File: src/rtl/pipe_seq_ctrl.sv
// Pipeline sequencing controller: merges load-use, branch, multi-cycle EXE and
// data-memory-wait causes into per-stage hold/flush controls plus a stall counter.
module pipe_seq_ctrl #(
    parameter int MC_CYCLES = 4,
    parameter int CNT_W     = 16
) (
    input  logic             clk,
    input  logic             rst,
    input  logic             ld_hazard,
    input  logic             br_taken,
    input  logic             mc_start,
    input  logic             mem_ready,
    input  logic             cnt_clr,
    output logic             stall_fe,
    output logic             stall_de,
    output logic             stall_ex,
    output logic             stall_me,
    output logic             flush_de,
    output logic             flush_ex,
    output logic             bubble_me,
    output logic             mc_done,
    output logic [CNT_W-1:0] stall_cycles
);

    typedef enum logic [1:0] {RUN, LDSTALL, MCWAIT} state_e;

    state_e           state_q, state_d;
    logic [7:0]       cnt_q, cnt_d;
    logic [CNT_W-1:0] stall_cycles_q, stall_cycles_d;

    always_ff @(posedge clk or negedge rst) begin
        if (!rst) begin
            state_q        <= RUN;
            cnt_q          <= '0;
            stall_cycles_q <= '0;
        end else begin
            state_q        <= state_d;
            cnt_q          <= cnt_d;
            stall_cycles_q <= stall_cycles_d;
        end
    end

    always_comb begin
        state_d   = state_q;
        cnt_d     = cnt_q;
        stall_fe  = 1'b1;
        stall_de  = 1'b1;
        stall_ex  = 1'b1;
        stall_me  = 1'b1;
        flush_de  = 1'b0;
        flush_ex  = 1'b0;
        bubble_me = 1'b0;
        mc_done   = 1'b0;
        // Outputs are Mealy, so they are gated by reset to stay quiet while held.
        if (!rst) begin
            state_d = RUN;
        end else if (!mem_ready) begin
            stall_fe = 1'b0;
            stall_de = 1'b0;
            stall_ex = 1'b0;
            stall_me = 1'b0;
        end else begin
            unique case (state_q)
                RUN: begin
                    if (br_taken) begin
                        flush_de = 1'b1;
                        flush_ex = 1'b1;
                    end else if (mc_start) begin
                        stall_fe  = 1'b0;
                        stall_de  = 1'b0;
                        stall_ex  = 1'b0;
                        bubble_me = 1'b1;
                        cnt_d     = 8'(MC_CYCLES - 2);
                        state_d   = MCWAIT;
                    end else if (ld_hazard) begin
                        stall_fe = 1'b0;
                        stall_de = 1'b0;
                        flush_ex = 1'b1;
                        state_d  = LDSTALL;
                    end
                end
                // EXE already holds the bubble; re-seen hazard must not stall again.
                LDSTALL: state_d = RUN;
                MCWAIT: begin
                    if (cnt_q != 8'd0) begin
                        stall_fe  = 1'b0;
                        stall_de  = 1'b0;
                        stall_ex  = 1'b0;
                        bubble_me = 1'b1;
                        cnt_d     = cnt_q - 8'd1;
                    end else begin
                        mc_done = 1'b1;
                        state_d = RUN;
                    end
                end
                default: state_d = RUN;
            endcase
        end
    end

    always_comb begin
        stall_cycles_d = stall_cycles_q;
        if (cnt_clr)
            stall_cycles_d = '0;
        else if (!stall_fe && !(&stall_cycles_q))
            stall_cycles_d = stall_cycles_q + CNT_W'(1);
    end

    assign stall_cycles = stall_cycles_q;

endmodule

File: config.mk
export PLATFORM = sky130hd
export DESIGN_NAME = pipe_seq_ctrl
export DESIGN_NICKNAME = d
export VERILOG_FILES = /design/src/rtl/pipe_seq_ctrl.sv
export SDC_FILE = /design/constraint.sdc
export NUM_CORES = 1
export LEC_CHECK = 0
export BUFFER_PORTS_ARGS = -buffer_cell sky130_fd_sc_hd__buf_2
export CORE_MARGIN = 10
export CORE_UTILIZATION = 62
export CTS_BUF_LIST = sky130_fd_sc_hd__clkbuf_8
export CTS_CLUSTER_DIAMETER = 120
export DETAILED_ROUTE_END_ITERATION = 12
export GPL_TIMING_DRIVEN = 0
export PLACE_DENSITY_LB_ADDON = 0.25
export SLEW_MARGIN = 15
export SYNTH_ARGS = -nofsm -noshare
export SYNTH_HDL_FRONTEND = slang
export SYNTH_SLANG_ARGS = --single-unit
File: constraint.sdc
create_clock -name clk -period 3.2 [get_ports clk]
set_input_delay 0.16 -clock clk [delete_from_list [all_inputs] [get_ports clk]]
set_output_delay 0.16 -clock clk [all_outputs]
set_load 0.005 [all_outputs]
==> results.sh <==
export IMPL_ys_ff_latch=26
export IMPL_viasPerCell=6.16
export IMPL_max_freq_ghz=0.358
export IMPL_htree_levels=1
export IMPL_endpoint_kind="primary output"
export IMPL_grt_pass1_wl_um=6780
export IMPL_rsz0062_at_grt="false"
export IMPL_fin_ws_ps=405
export IMPL_post_cts_resized=0
export IMPL_drt_initial_drc_count=94
export IMPL_fin_tns_setup_ps=0
export IMPL_drv_slew=0
export IMPL_dr_wl_met2_um=1980
export IMPL_core_um2=2710
export IMPL_p_per_area_nw_per_um2=495
export IMPL_drc_errors=0
export IMPL_postSynthAreaPerCell_um2=9.58
export IMPL_cts_tree="built"
export IMPL_synth_area_um2=1720
export IMPL_clkLatencyLatePin_ps=270
export IMPL_syn2layout_area_growth_pct=15.5
export IMPL_power_leakage_uw=0.000879
export IMPL_cp_start_kind="input port"
export IMPL_final_common_cell="buf_2"
export IMPL_gp_congestion=0.816
export IMPL_wire_per_inst_um=16.4
export IMPL_wl_met3_um=236
export IMPL_antenna_found_initial=0
export IMPL_synth_edf_count=0
export IMPL_syn_nets=189
export IMPL_worstPathArrival_ps=2640
export IMPL_ys_seq_area_frac=0.379
export IMPL_placed_area_um2=1900
export IMPL_grt_pass1_vias=1534
export IMPL_worst_r2r_setup_slack_ps=890
export IMPL_io_buffer_count=29
export IMPL_hold_path_startpoint="cnt_clr"
export IMPL_worst_pin_slew_ps=631
export IMPL_place_ws_ps=656
export IMPL_whs_endpoint="stall_cycles[10]"
export IMPL_drv_cap=0
export IMPL_grt_start_max_net_pins=28
export IMPL_grt_overflow=0
export IMPL_cts_buffer_depth=2
export IMPL_synth_distinct_cells=55
export IMPL_irDropWorstVdd_uv=482
export IMPL_rows=19
export IMPL_critPathRequiredTime_ps=3040
export IMPL_top_layer="met4"
export IMPL_grtUsageTotal=0.151
export IMPL_nets=224
export IMPL_die_area_um2=5270
export IMPL_maxSlewHeadroom=0.569
export IMPL_cts_root_buf="clkbuf_8"
export IMPL_synthArstFlopShare=1.00
export IMPL_r2r_start="cnt_q[0]"
export IMPL_io_pins=31
export IMPL_yosys_warnings=0
export IMPL_detail_route_antenna_nets=0
export IMPL_reg2reg_depth=9
export IMPL_initial_core_util=0.633
export IMPL_fin_area_um2=1980
export IMPL_wirelength_um=4010
export IMPL_antenna_cells=0
export IMPL_worst_r2r_endpoint="stall_cycles[5]"
export IMPL_period_needed_ps=2800
export IMPL_num_vias=1502
export IMPL_cts_buffers=3
export IMPL_synthFlopType="dfrtp_1"
export IMPL_drt_first_pass_iters=4
export IMPL_synthCells=179
export IMPL_crit_type="input port to primary output"
export IMPL_dieHeight_um=72.6
export IMPL_status="complete, no violations"
export IMPL_period_share=0.874
export IMPL_min_path_type="input port to register"
export IMPL_clkTransAtPathRegs_ps=90
export IMPL_hpwl_um=2880
export IMPL_setup_violations_final=0
export IMPL_layout_common_cells="buf_2 (29), dfrtp_1 (26), nor2_1 (12)"
export IMPL_die_w_um=72.6
export IMPL_wl_met1_um=1760
export IMPL_clock_sinks=26
export IMPL_finalClockSkew_ps=2.34
export IMPL_crit_fanout=27
export IMPL_min_path_cells=2
export IMPL_hold_violations=0
export IMPL_drive_above_1_share=0.286
[layer usage]
layer,vias to the layer above,GRT usage
li1,738,-
met1,723,0.191
met2,37,0.250
met3,4,0.0367
met4,0,0.0401
met5,-,0
[worst max-delay path by stage]
| stage | start | endpoint |
|---|---|---|
| 2_1_floorplan | cnt_q[0] | stall_cycles[5] |
| 3_3_place_gp | rst | stall_cycles[13] |
| 3_5_place_dp | rst | stall_cycles[5] |
| 4_1_cts | rst | stall_fe |
| 5_1_grt | rst | stall_fe |
| 6_report | rst | stall_fe |
[layout make-up]
| class | instances | area [um^2] |
|---|---|---|
| plain buffers | 10 | 97.6 |
| clock buffers | 3 | 41.3 |
| clock inverters | 1 | 30.0 |
| fillers | 209 | 729 |
| inverters | 9 | 33.8 |
| multi-input cells | 134 | 933 |
| flip-flops and latches | 26 | 651 |
| well taps | 31 | 38.8 |
| repair buffers | 30 | 155 |
[where the power goes]
group / switching, uW / internal (uW)
combinational: 157 / 136
clock: 105 / 167
sequential: 44.9 / 371
[synth_stat cells, types with 2 or more instances]
cell	instances	area, um^2
dfrtp_1	26	651
nor2_1	12	45.0
a21oi_1	11	55.1
nand2_1	10	37.5
o21ai_0	10	50.1
inv_1	9	33.8
o31ai_1	8	60.1
or4_1	8	60.1
nand3_1	6	30.0
nor2b_1	5	31.3
nor3_1	5	25.0
nor4_2	4	50.1
a2111oi_0	3	26.3
and3_1	3	18.8
buf_4	3	22.5
ha_1	3	37.5
mux2_4	3	45.0
or3_1	3	18.8
a21oi_2	2	17.5
a31oi_1	2	12.5
and4b_1	2	20.0
buf_12	2	40.0
buf_6	2	22.5
clkbuf_1	2	7.51
nand2b_1	2	12.5
nand4_1	2	12.5
or3_2	2	15.0
xnor2_1	2	17.5
[stage by stage]
stage               total power (uW)   util  instances  hold slack, ps
global placement                 691  0.701        239             192
floorplan                        632      -        179            -136
detailed placement               706  0.701        239             199
finish                           981  0.731        244             140
global route                    1030  0.731        244             148
CTS                              980  0.731        244             137
[sequential cells by signal (all words and copies together) (netlist names)]
signal        count
cnt_q             8
stall_cycles     16
state_q           2
[worst max-delay path, stage by stage]
cell           delay (ps)
dlygate4sd3_1         520
buf_2                 490
buf_4                 270
nor2b_4               180
o311ai_1              110
or2_1                 260
buf_6                 140
buf_12                140
buf_12                140
buf_4                 120
buf_2                 110
[kinds of logic after synthesis]
family	count (synthesis)	synth area share
fa+ha+maj	3	0.0219
xor+xnor	2	0.0102
mux	3	0.0263
buf+inv	19	0.0766
simple gates	77	0.295
compound gates	49	0.191
flops	26	0.379
[timing repair]
action                    CTS  global route
hold endpoints to repair   26             0
buffers inserted            0             0
hold buffers                1             0
No activity file was read; power rests on OpenSTA's default activity.
